<file path="config.mk">
export PLATFORM = sky130hd
export DESIGN_NAME = ifetch_unit
export DESIGN_NICKNAME = d
export VERILOG_FILES = /design/src/rtl/ifetch_unit.sv
export SDC_FILE = /design/constraint.sdc
export NUM_CORES = 1
export LEC_CHECK = 0
export CAP_MARGIN = 15
export CORE_ASPECT_RATIO = 1.25
export CORE_UTILIZATION = 40
export CTS_BUF_LIST = sky130_fd_sc_hd__clkbuf_16
export DETAILED_ROUTE_END_ITERATION = 8
export GPL_TIMING_DRIVEN = 1
export MAX_ROUTING_LAYER = met4
export PLACE_DENSITY = 0.68
export SETUP_SLACK_MARGIN = 0.3
export SLEW_MARGIN = 20
export SYNTH_ARGS = -nofsm -noshare
export SYNTH_HDL_FRONTEND = slang
export SYNTH_SLANG_ARGS = --single-unit
</file>
<file path="constraint.sdc">
create_clock -name clk_i -period 2.43 [get_ports clk_i]
set_input_delay 0.729 -clock clk_i [delete_from_list [all_inputs] [get_ports clk_i]]
set_output_delay 0.729 -clock clk_i [all_outputs]
set_load 0.005 [all_outputs]
</file>
<file path="src/rtl/ifetch_unit.sv">
// LEGv8 instruction fetch: PC ownership, single-outstanding imem req/ack, and a small
// instruction queue toward decode. Optional macro IFETCH_PREDECODE_B_EN follows unconditional B.
module ifetch_unit #(
    parameter int              WORD       = 64,
    parameter int              INSTR_LEN  = 32,
    parameter int              FIFO_DEPTH = 2,
    parameter logic [WORD-1:0] RESET_PC   = '0
) (
    input  logic                 clk_i,
    input  logic                 reset_n_i,
    output logic                 imem_req_o,
    output logic [WORD-1:0]      imem_addr_o,
    input  logic                 imem_ack_i,
    input  logic [INSTR_LEN-1:0] imem_rdata_i,
    output logic                 instr_valid_o,
    output logic [INSTR_LEN-1:0] instruction_o,
    output logic [WORD-1:0]      instr_pc_o,
    input  logic                 instr_ready_i,
    input  logic                 redirect_i,
    input  logic [WORD-1:0]      redirect_pc_i
);

    localparam int PTR_W = (FIFO_DEPTH > 1) ? $clog2(FIFO_DEPTH) : 1;
    localparam int CNT_W = $clog2(FIFO_DEPTH + 1);
    localparam logic [CNT_W-1:0] DEPTH_C = CNT_W'(FIFO_DEPTH);

    localparam logic [1:0] ST_FETCH = 2'd0;
    localparam logic [1:0] ST_FULL  = 2'd1;
    localparam logic [1:0] ST_FLUSH = 2'd2;

    logic [1:0]           state_q, state_d;
    logic                 req_q, req_d;
    logic [WORD-1:0]      addr_q, addr_d;
    logic [WORD-1:0]      target_q, target_d;
    logic [CNT_W-1:0]     count_q, count_d;
    logic [PTR_W-1:0]     rd_ptr_q, rd_ptr_d;
    logic [PTR_W-1:0]     wr_ptr_q, wr_ptr_d;
    logic [INSTR_LEN-1:0] instr_mem_q [FIFO_DEPTH];
    logic [WORD-1:0]      pc_mem_q    [FIFO_DEPTH];

    logic            push, pop, free_d;
    logic [WORD-1:0] next_pc;
    logic [WORD-1:0] redirect_aligned;

    assign push             = (state_q == ST_FETCH) && req_q && imem_ack_i && !redirect_i;
    assign pop              = (count_q != '0) && instr_ready_i && !redirect_i;
    assign redirect_aligned = redirect_pc_i & ~WORD'(3);

    always_comb begin
        next_pc = addr_q + WORD'(4);
`ifdef IFETCH_PREDECODE_B_EN
        if (imem_rdata_i[31:26] == 6'b000101)
            next_pc = addr_q + {{(WORD-28){imem_rdata_i[25]}}, imem_rdata_i[25:0], 2'b00};
`endif
    end

    always_comb begin
        count_d  = count_q + CNT_W'(push) - CNT_W'(pop);
        rd_ptr_d = pop  ? rd_ptr_q + PTR_W'(1) : rd_ptr_q;
        wr_ptr_d = push ? wr_ptr_q + PTR_W'(1) : wr_ptr_q;
        if (redirect_i) begin
            count_d  = '0;
            rd_ptr_d = '0;
            wr_ptr_d = '0;
        end
    end

    assign free_d = (count_d < DEPTH_C);

    always_comb begin
        state_d  = state_q;
        req_d    = req_q;
        addr_d   = addr_q;
        target_d = target_q;
        if (redirect_i) begin
            // An un-acked request must still complete on the bus; its data is dropped in FLUSH.
            if (req_q && !imem_ack_i) begin
                state_d  = ST_FLUSH;
                target_d = redirect_aligned;
            end else begin
                state_d = ST_FETCH;
                req_d   = 1'b1;
                addr_d  = redirect_aligned;
            end
        end else begin
            case (state_q)
                ST_FETCH: begin
                    if (req_q && imem_ack_i) begin
                        addr_d  = next_pc;
                        req_d   = free_d;
                        state_d = free_d ? ST_FETCH : ST_FULL;
                    end else if (!req_q) begin
                        req_d   = free_d;
                        state_d = free_d ? ST_FETCH : ST_FULL;
                    end
                end
                ST_FULL: begin
                    if (free_d) begin
                        req_d   = 1'b1;
                        state_d = ST_FETCH;
                    end
                end
                ST_FLUSH: begin
                    if (imem_ack_i) begin
                        req_d   = 1'b1;
                        addr_d  = target_q;
                        state_d = ST_FETCH;
                    end
                end
                default: begin
                    state_d = ST_FETCH;
                    req_d   = 1'b0;
                end
            endcase
        end
    end

    always_ff @(posedge clk_i or negedge reset_n_i) begin
        if (!reset_n_i) begin
            state_q  <= ST_FETCH;
            req_q    <= 1'b0;
            addr_q   <= RESET_PC;
            target_q <= RESET_PC;
            count_q  <= '0;
            rd_ptr_q <= '0;
            wr_ptr_q <= '0;
            for (int i = 0; i < FIFO_DEPTH; i++) begin
                instr_mem_q[i] <= '0;
                pc_mem_q[i]    <= '0;
            end
        end else begin
            state_q  <= state_d;
            req_q    <= req_d;
            addr_q   <= addr_d;
            target_q <= target_d;
            count_q  <= count_d;
            rd_ptr_q <= rd_ptr_d;
            wr_ptr_q <= wr_ptr_d;
            if (push) begin
                instr_mem_q[wr_ptr_q] <= imem_rdata_i;
                pc_mem_q[wr_ptr_q]    <= addr_q;
            end
        end
    end

    assign imem_req_o    = req_q;
    assign imem_addr_o   = addr_q;
    assign instr_valid_o = (count_q != '0);
    assign instruction_o = instr_mem_q[rd_ptr_q];
    assign instr_pc_o    = pc_mem_q[rd_ptr_q];

endmodule

</file>
==> Word level (Yosys, flattened, before mapping) <==
Cells that the tools add are included.
{ "totals": {"register_bits": 325, "wordCells": 85} }
{ "op_classes": {"n_addsub": 5, "order_cmp": 4, "n_eq_ne": 7, "muxes": 37, "bitwise_logic": 2, "n_reduce_logical": 19} }
{ "op_table": {"columns": ["op", "n"], "rows": [
  ["$mux W64", 8],
  ["$bwmux W128", 1],
  ["$mux W32", 4],
  ["$pmux W64 S2", 1],
  ["$add A64 B3 Y64 const B", 1],
  ["$bwmux W64", 1],
  ["$demux W64 S1", 1],
  ["$demux W32 S1", 1],
  ["$mux W2", 7],
  ["$mux W1", 11],
  ["$logic_and A1 B1 Y1", 8],
  ["$ne A3 B3 Y1 const B", 2],
  ["$pmux W2 S3", 1],
  ["$reduce_and A3 Y1", 2],
  ["$reduce_bool A2 Y1", 3],
  ["$ge A2 B2 Y1 const B", 2],
  ["$ne A4 B3 Y1 const B", 1],
  ["$not A1 Y2", 2],
  ["$reduce_and A4 Y1", 1],
  ["$ne A3 B2 Y1 const B", 1],
  ["$pmux W1 S3", 1],
  ["$reduce_bool A3 Y1", 1],
  ["$add A1 B1 Y1 const B", 2],
  ["$add A2 B1 Y2", 1],
  ["other kinds (9)", 10]
]} }

==> Depth between registers and ports, before layout <==
Gate-level depths: netlist (run 1).
{ "logic_depth": {"word_depth": 13, "ltp_mapped": 14} }

==> Worst setup path after synthesis (run 1) <==
Ideal clock, no wire load.
{ "synth_path": {"path_type": "input to register", "from": "input port redirect_i", "to": "register state_q[0]", "arrival_ns": 3.074, "required_time_ns": 2.298, "setup_slack_ns": -0.776, "stages": 14, "path_cell_list": "buf_2 -> clkbuf_1 -> clkbuf_1 -> buf_1 -> nor2_1 -> ha_1 -> inv_1 -> ha_1 -> xnor2_1 -> xnor2_1 -> a21o_1 -> o22ai_1 -> a22oi_1 -> nor2_1"} }
{ "synth_via": {"elab_chain_cells": 11, "word_cells_on_any_way": 16, "classes_between": "add/sub (2); order compare (1); eq/ne (3); mux (6); reduce/logical (4)"} }
{ "synth_lines": {"columns": ["item", "line", "text"], "rows": [
  ["from (decl)", "19", "input logic redirect_i,"],
  ["$logic_not A1 Y1", "45, 46", null],
  ["$logic_and A1 B1 Y1", "45", "assign push = (state_q == ST_FETCH) && req_q && imem_ack_i && !redirect_i;"],
  ["$add A2 B1 Y2", "58", "count_d = count_q + CNT_W'(push) - CNT_W'(pop);"],
  ["$sub A2 B1 Y2", "58", null],
  ["$mux W2", "61", "if (redirect_i) begin"],
  ["$lt A2 B2 Y1", "68", "assign free_d = (count_d < DEPTH_C);"],
  ["$mux W1", "91, 94", null],
  ["$mux W2", "92", "end else if (!req_q) begin"],
  ["$mux W2", "88", "if (req_q && imem_ack_i) begin"],
  ["$pmux W2 S3", "86", "case (state_q)"],
  ["$mux W2", "75", "if (redirect_i) begin"],
  ["to (signal assigned)", "132", "state_q <= state_d;"],
  ["to (decl)", "31", "logic [1:0] state_q, state_d;"]
]} }
Parallel ways exist; a longest one is shown, timed or not. The select of a mux whose other input is x is not followed.
A chain may end at the register's enable or synchronous reset.

==> Final worst setup path (run 1) <==
{ "layout_path": {"from": "register rd_ptr_q", "to": "output port instr_pc_o[18]"} }
{ "layout_via": {"elab_chain_cells": 4} }
{ "layout_lines": {"columns": ["item", "line", "text"], "rows": [
  ["from (decl)", "36", "logic [PTR_W-1:0] rd_ptr_q, rd_ptr_d;"],
  ["from (signal assigned)", "137", "rd_ptr_q <= rd_ptr_d;"],
  ["$not A1 Y2 (not written as such)", "150", "assign instr_pc_o = pc_mem_q[rd_ptr_q];"],
  ["$mux W64 (not written as such) (3 in series)", "150", null],
  ["to (decl)", "17", "output logic [WORD-1:0] instr_pc_o,"]
]} }
No other way between the ends. The select of a mux whose other input is x is not followed.

==> results.py, run 1 <==
metrics = {
    "setup_path": {
        "cp.buffers_inverters": 4,
        "cp.required_ns": 1.70,
        "start_kind": "flop",
        "slowest_delay_ns": 0.51,
        "cp.arrival_ns": 1.91,
        "path_class": "reg2out",
        "timing.rr.start": "state_q[1]",
        "critical-path-top-delay-family": "buffers and inverters",
        "cp_max_fo": 7,
        "crit_chain": "buf_12 > buf_12 > buf_16 > mux2_2 > buf_2",
        "slowest_stage": "dfrtp_4",
        "cpMostUsedCell": "buf_12",
        "cp-end-kind": "output pin",
        "critPathLaunch": "rd_ptr_q",
    },
    "global_route": {
        "antenna_found_initial": 6,
        "grt_pass1_wl_um": 73300,
        "grt_max_degree": 71,
        "grt.overflow.total": 0,
        "grt.total_usage_pct": 24.6,
        "grt_pass1_vias": 12800,
    },
    "route": {
        "drt-wirelength-per-cell_um": 22.5,
        "antenna_left": 0,
        "drc": 0,
        "firstDrtPassIters": 6,
        "dr.first_iter.drc_count": 932,
        "drt-total-wl_um": 52200,
        "vias": 13100,
        "viasPerCell": 5.64,
    },
    "floorplanning": {
        "num_rows": 80,
        "die_area_um2": 39800,
        "pin_count": 263,
        "core_area_um2": 38300,
        "initial_core_util_pct": 40.7,
        "chipWidth_um": 179,
        "die_h_um": 223,
    },
    "run_status": {
        "outcome": "complete, but fails checks",
        "failed_checks": "negative setup slack",
    },
    "synth": {
        "synth_area_per_cell_um2": 12.0,
        "synth-seq-area-share_pct": 51.2,
        "ys_ff_latch": 319,
        "ys_types": 69,
        "netlist_instances": 1297,
        "yosysWarnings": 0,
        "synthArstFlopShare_pct": 100,
        "synth_area_um2": 15600,
        "synth_ff_type": "dfrtp_1",
        "synth_edf_count": 0,
    },
    "cts": {
        "cts-htree-levels": 2,
        "cts_root_buf": "clkbuf_16",
        "cts-buffers-inserted": 37,
        "tritoncts": "built",
        "clock-sinks": 319,
        "clkTransAtPathRegs_ns": 0.06,
        "clkLatencyLatePin_ns": 0.54,
        "clk_path_buf_depth": 3,
    },
    "timing": {
        "min_period_ns": 2.64,
        "min_period_over_period_pct": 109,
        "fin_setup_tns_ns": -11.19,
        "slew_violations": 0,
        "worst_pin_slew_ns": 0.677,
        "max_clock_freq_mhz": 379,
        "rsz0062_at_grt": "yes",
        "relSlewSlack_pct": 54.9,
        "setup_ws_ns": -0.209,
        "report.final.hold_viol_count": 0,
        "clock_skew_ns": 0.0259,
        "finalSetupViolations": 91,
    },
    "layout": {
        "design_area_um2": 23700,
        "mostFrequentLayoutCell": "dfrtp_1",
        "layout_common_cells": "dfrtp_1, mux2_2, buf_4",
        "area_growth_syn_to_layout_pct": 51.8,
        "drive_gt1_share_pct": 48.5,
        "nets": 1900,
    },
    "placement": {
        "dpl_cell_area_um2": 19700,
        "numPortBuffers": 256,
        "place_congestion": 0.883,
        "hpwl_um": 30000,
    },
    "worst_hold_path": {
        "hp-class": "in2async",
    },
    "job": {
        "maxCapViolCount": 0,
    },
    "power": {
        "p_per_area_nw_per_um2": 1170,
        "leakage_nw": 10.5,
        "peakVddDrop_mv": 0.746,
    },
}
## state kept, by name (all words and copies together), names as in the netlist
| signal | cells |
|---|---|
| count_q | 2 |
| imem_addr_o | 62 |
| imem_req_o | 1 |
| instr_mem_q | 64 |
| pc_mem_q | 124 |
| rd_ptr_q | 1 |
| state_q | 2 |
| target_q | 62 |
| wr_ptr_q | 1 |
## metal layers
metal	routed length (um)	GRT usage, %	share of wire [%]
met1	20800	29.6	40
met2	26300	40.6	50
met3	3220	4.00	6.2
met4	1880	10.1	3.6
met5	0	-	0
## path summary, 6_finish.rpt
path	cells past startpoint	slack, ns	to
max reg2reg	12	0.02	pc_mem_q[117]
max in group asynchronous	2	1.63	imem_addr_o[5]
max	5	-0.21	instr_pc_o[18]
min in group clk_i	2	0.48	pc_mem_q[58]
min reg2reg	2	0.48	pc_mem_q[58]
min	1	0.05	instr_mem_q[26]
## cells by family after synthesis
family | after synthesis | synth area share [%]
fa+ha+maj | 7 | 0.561
simple gates | 269 | 9.18
xor+xnor | 31 | 1.74
other cells | 1 | 0.0240
buf+inv | 105 | 2.86
flops | 319 | 51.2
compound gates | 216 | 9.33
mux | 349 | 25.1
## through the flow
stage | util (%) | instances | setup slack (ns) | hold WS [ns] | power [mW]
2_1_floorplan | - | 1300 | -0.228 | 0.433 | 13.8
3_3_place_gp | 51.3 | 2084 | -0.475 | 0.462 | 19.0
3_5_place_dp | 51.3 | 2084 | -0.544 | 0.470 | 19.4
4_1_cts | 57.4 | 2246 | -0.223 | 0.0457 | 26.1
5_1_grt | 61.8 | 2318 | -0.244 | 0.0558 | 29.1
6_report | 61.8 | 2318 | -0.209 | 0.0548 | 27.8
## Yosys cell counts, types with 10 or more instances
library cell | instances | share of area, %
a21oi_1 | 25 | 0.80
and3_1 | 25 | 1.0
buf_1 | 16 | 0.39
buf_2 | 23 | 0.74
clkbuf_1 | 49 | 1.2
dfrtp_1 | 319 | 51
inv_1 | 10 | 0.24
mux2_2 | 340 | 25
nand2_1 | 65 | 1.6
nand3_1 | 39 | 1.3
nand4_1 | 14 | 0.56
nor2_1 | 60 | 1.4
nor3_1 | 15 | 0.48
o211ai_1 | 13 | 0.63
o21ai_0 | 69 | 2.2
xnor2_1 | 14 | 0.79
xor2_1 | 17 | 0.95
## report_power, final
group,internal (mW),total (mW),switching [mW]
combinational,7.67,12.9,5.27
sequential,7.63,9.01,1.38
clock,3.53,5.82,2.29
total,18.8,27.8,8.94
## cell type report
| cell class | instances | area, um2 |
|---|---|---|
| fill | 2916 | 14700 |
| multi-input combinational | 876 | 8110 |
| sequential | 319 | 8000 |
| timing repair buffer | 548 | 5630 |
| clock buffer | 37 | 926 |
| tap | 492 | 616 |
| clock inverter | 30 | 328 |
| inverter | 10 | 45.0 |
| antenna | 6 | 15.0 |
## timing repair
action                                  in CTS  in global routing
hold buffers                                 0                  0
cloned                                       8                 17
endpoints found under the setup margin     218                232
setup buffers                               87                 49
gates resized for setup                    538                277
pin swaps                                   23                 52
No activity file was read; power rests on OpenSTA's default activity.
==> run 2: changes to the inputs <==
- TNS_END_PERCENT: unset -> 10
==> results.py, run 2 (synthesis results as in run 1) <==
metrics = {
    "setup_path": {
        "cp.arrival_ns": 1.99,
        "cp.buffers_inverters": 5,
        "cp.required_ns": 1.70,
        "crit_chain": "buf_12 > buf_6 > buf_12 > buf_16 > mux2_4 > buf_6",
        "critical-path-top-delay-family": "buffers and inverters",
        "cp_max_fo": 8,
        "slowest_stage": "dfrtp_4",
        "slowest_delay_ns": 0.49,
        "path_class": "reg2out",
        "cp-end-kind": "output pin",
        "start_kind": "flop",
    },
    "run_status": {
        "outcome": "complete, but fails checks",
        "failed_checks": "negative setup slack",
    },
    "layout": {
        "layout_common_cells": "mux2_2, dfrtp_1, clkdlybuf4s50_1",
        "drive_gt1_share_pct": 42.2,
        "fill_cells": 3259,
        "nets": 1759,
        "mostFrequentLayoutCell": "mux2_2",
        "reg_top3": "pc_mem_q (124), instr_mem_q (64)",
        "area_growth_syn_to_layout_pct": 36.2,
        "largest_reg_flops": 124,
        "utilization_pct": 55.4,
        "top_register": "pc_mem_q",
    },
    "route": {
        "vias": 12100,
        "drt-total-wl_um": 45100,
        "viasPerCell": 5.57,
        "firstDrtPassIters": 6,
        "drt-wirelength-per-cell_um": 20.8,
        "drc": 0,
        "dr.first_iter.drc_count": 758,
        "antenna_left": 0,
    },
    "timing": {
        "slew_violations": 0,
        "relSlewSlack_pct": 55.5,
        "min_period_over_period_pct": 112,
        "fin_setup_tns_ns": -14.07,
        "worst_pin_slew_ns": 0.667,
        "rsz0062_at_grt": "yes",
        "report.final.hold_viol_count": 0,
        "clock_skew_ns": 0.0256,
        "max_clock_freq_mhz": 368,
        "setup_ws_ns": -0.289,
        "finalSetupViolations": 94,
        "min_period_ns": 2.72,
    },
    "worst_hold_path": {
        "hp-class": "in2async",
    },
    "placement": {
        "place_congestion": 0.831,
        "hpwl_um": 30800,
        "numPortBuffers": 256,
    },
    "cts": {
        "cts_root_buf": "clkbuf_16",
        "cts-buffers-inserted": 36,
        "clkTransAtPathRegs_ns": 0.06,
        "tritoncts": "built",
        "cts-htree-levels": 2,
        "clk_path_buf_depth": 3,
        "clkLatencyLatePin_ns": 0.54,
        "clock-sinks": 319,
        "cts_hold_buffers": 0,
    },
    "floorplanning": {
        "initial_core_util_pct": 40.7,
        "die_h_um": 223,
        "pin_count": 263,
        "die_area_um2": 39800,
        "num_rows": 80,
        "core_area_um2": 38300,
        "chipWidth_um": 179,
    },
    "global_route": {
        "grt_pass1_wl_um": 70200,
        "grt.total_usage_pct": 23.3,
        "grt.overflow.total": 0,
        "antenna_found_initial": 1,
        "grt_pass1_vias": 12300,
        "grt_max_degree": 74,
    },
    "power": {
        "p_per_area_nw_per_um2": 1140,
        "peakVddDrop_mv": 0.619,
        "leakage_nw": 9.22,
    },
    "job": {
        "maxCapViolCount": 0,
    },
}
## run 2: what timing repair did
item | 4_1_cts | 5_1_grt
setup buffers | 13 | 1
resized for setup | 463 | 116
pin swaps | 12 | 70
setup endpoints to repair | 193 | 151
cloned | 6 | 0
## run 2: cell type report
class,count,area (um2),area share [%]
diodes,1,2.50,0.0118
clock buffers,37,926,4.36
clock inverters,27,124,0.583
inverters,10,37.5,0.177
multi-input cells,876,7570,35.7
flip-flops and latches,319,8000,37.7
well taps,492,616,2.90
repair buffers,408,3960,18.6
## run 2: per-layer routing
metal / wire length, um / vias to the layer above / GRT usage, %
met1: 18700 / 6207 / 28.9
met4: 945 / 0 / 6.23
met2: 23100 / 334 / 39.2
li1: - / 5493 / -
met5: 0 / - / -
met3: 2360 / 58 / 3.52
## run 2: final timing paths
| kind | depth (start not counted) | slack, ns | from | end |
|---|---|---|---|---|
| max | 6 | -0.29 | rd_ptr_q | instr_pc_o[19] |
| min | 1 | 0.1 | reset_n_i | instr_mem_q[59] |
| max reg2reg | 12 | 0.14 | state_q[1] | state_q[0] |
| min reg2reg | 1 | 0.50 | pc_mem_q[111] | pc_mem_q[111] |
| max in group asynchronous | 2 | 1.52 | reset_n_i | imem_addr_o[57] |
| min in group clk_i | 3 | 0.50 | redirect_i | rd_ptr_q |
## run 2: power by group
part	internal [mW]	switching, mW
clock network	2.76	2.22
registers	7.63	1.42
logic	5.84	4.34
total	16.2	7.98
## run 2: worst reg2reg max path, delay by kind of cell (launching register included)
kind                     cells  cell delay [ns]
flip-flops                   1             0.45
buffers and inverters        2             0.13
adder cells (fa/ha/maj)      3             0.59
XOR/XNOR                     2             0.36
AND/OR/NAND/NOR              2             0.18
AO/OA/AOI/OAI                3             0.47
## run 2: metrics by stage
stage               cells  hold slack [ns]  power, mW  cell area [um2]  setup slack (ns)
global route         2170            0.118       25.6            21200            -0.343
CTS                  2168            0.103       24.3            21100            -0.320
global placement     2085            0.461       19.0            19600            -0.467
floorplan            1300            0.433       13.8            15700            -0.228
finish               2170           0.0990       24.2            21200            -0.289
detailed placement   2085            0.483       19.4            19600            -0.482
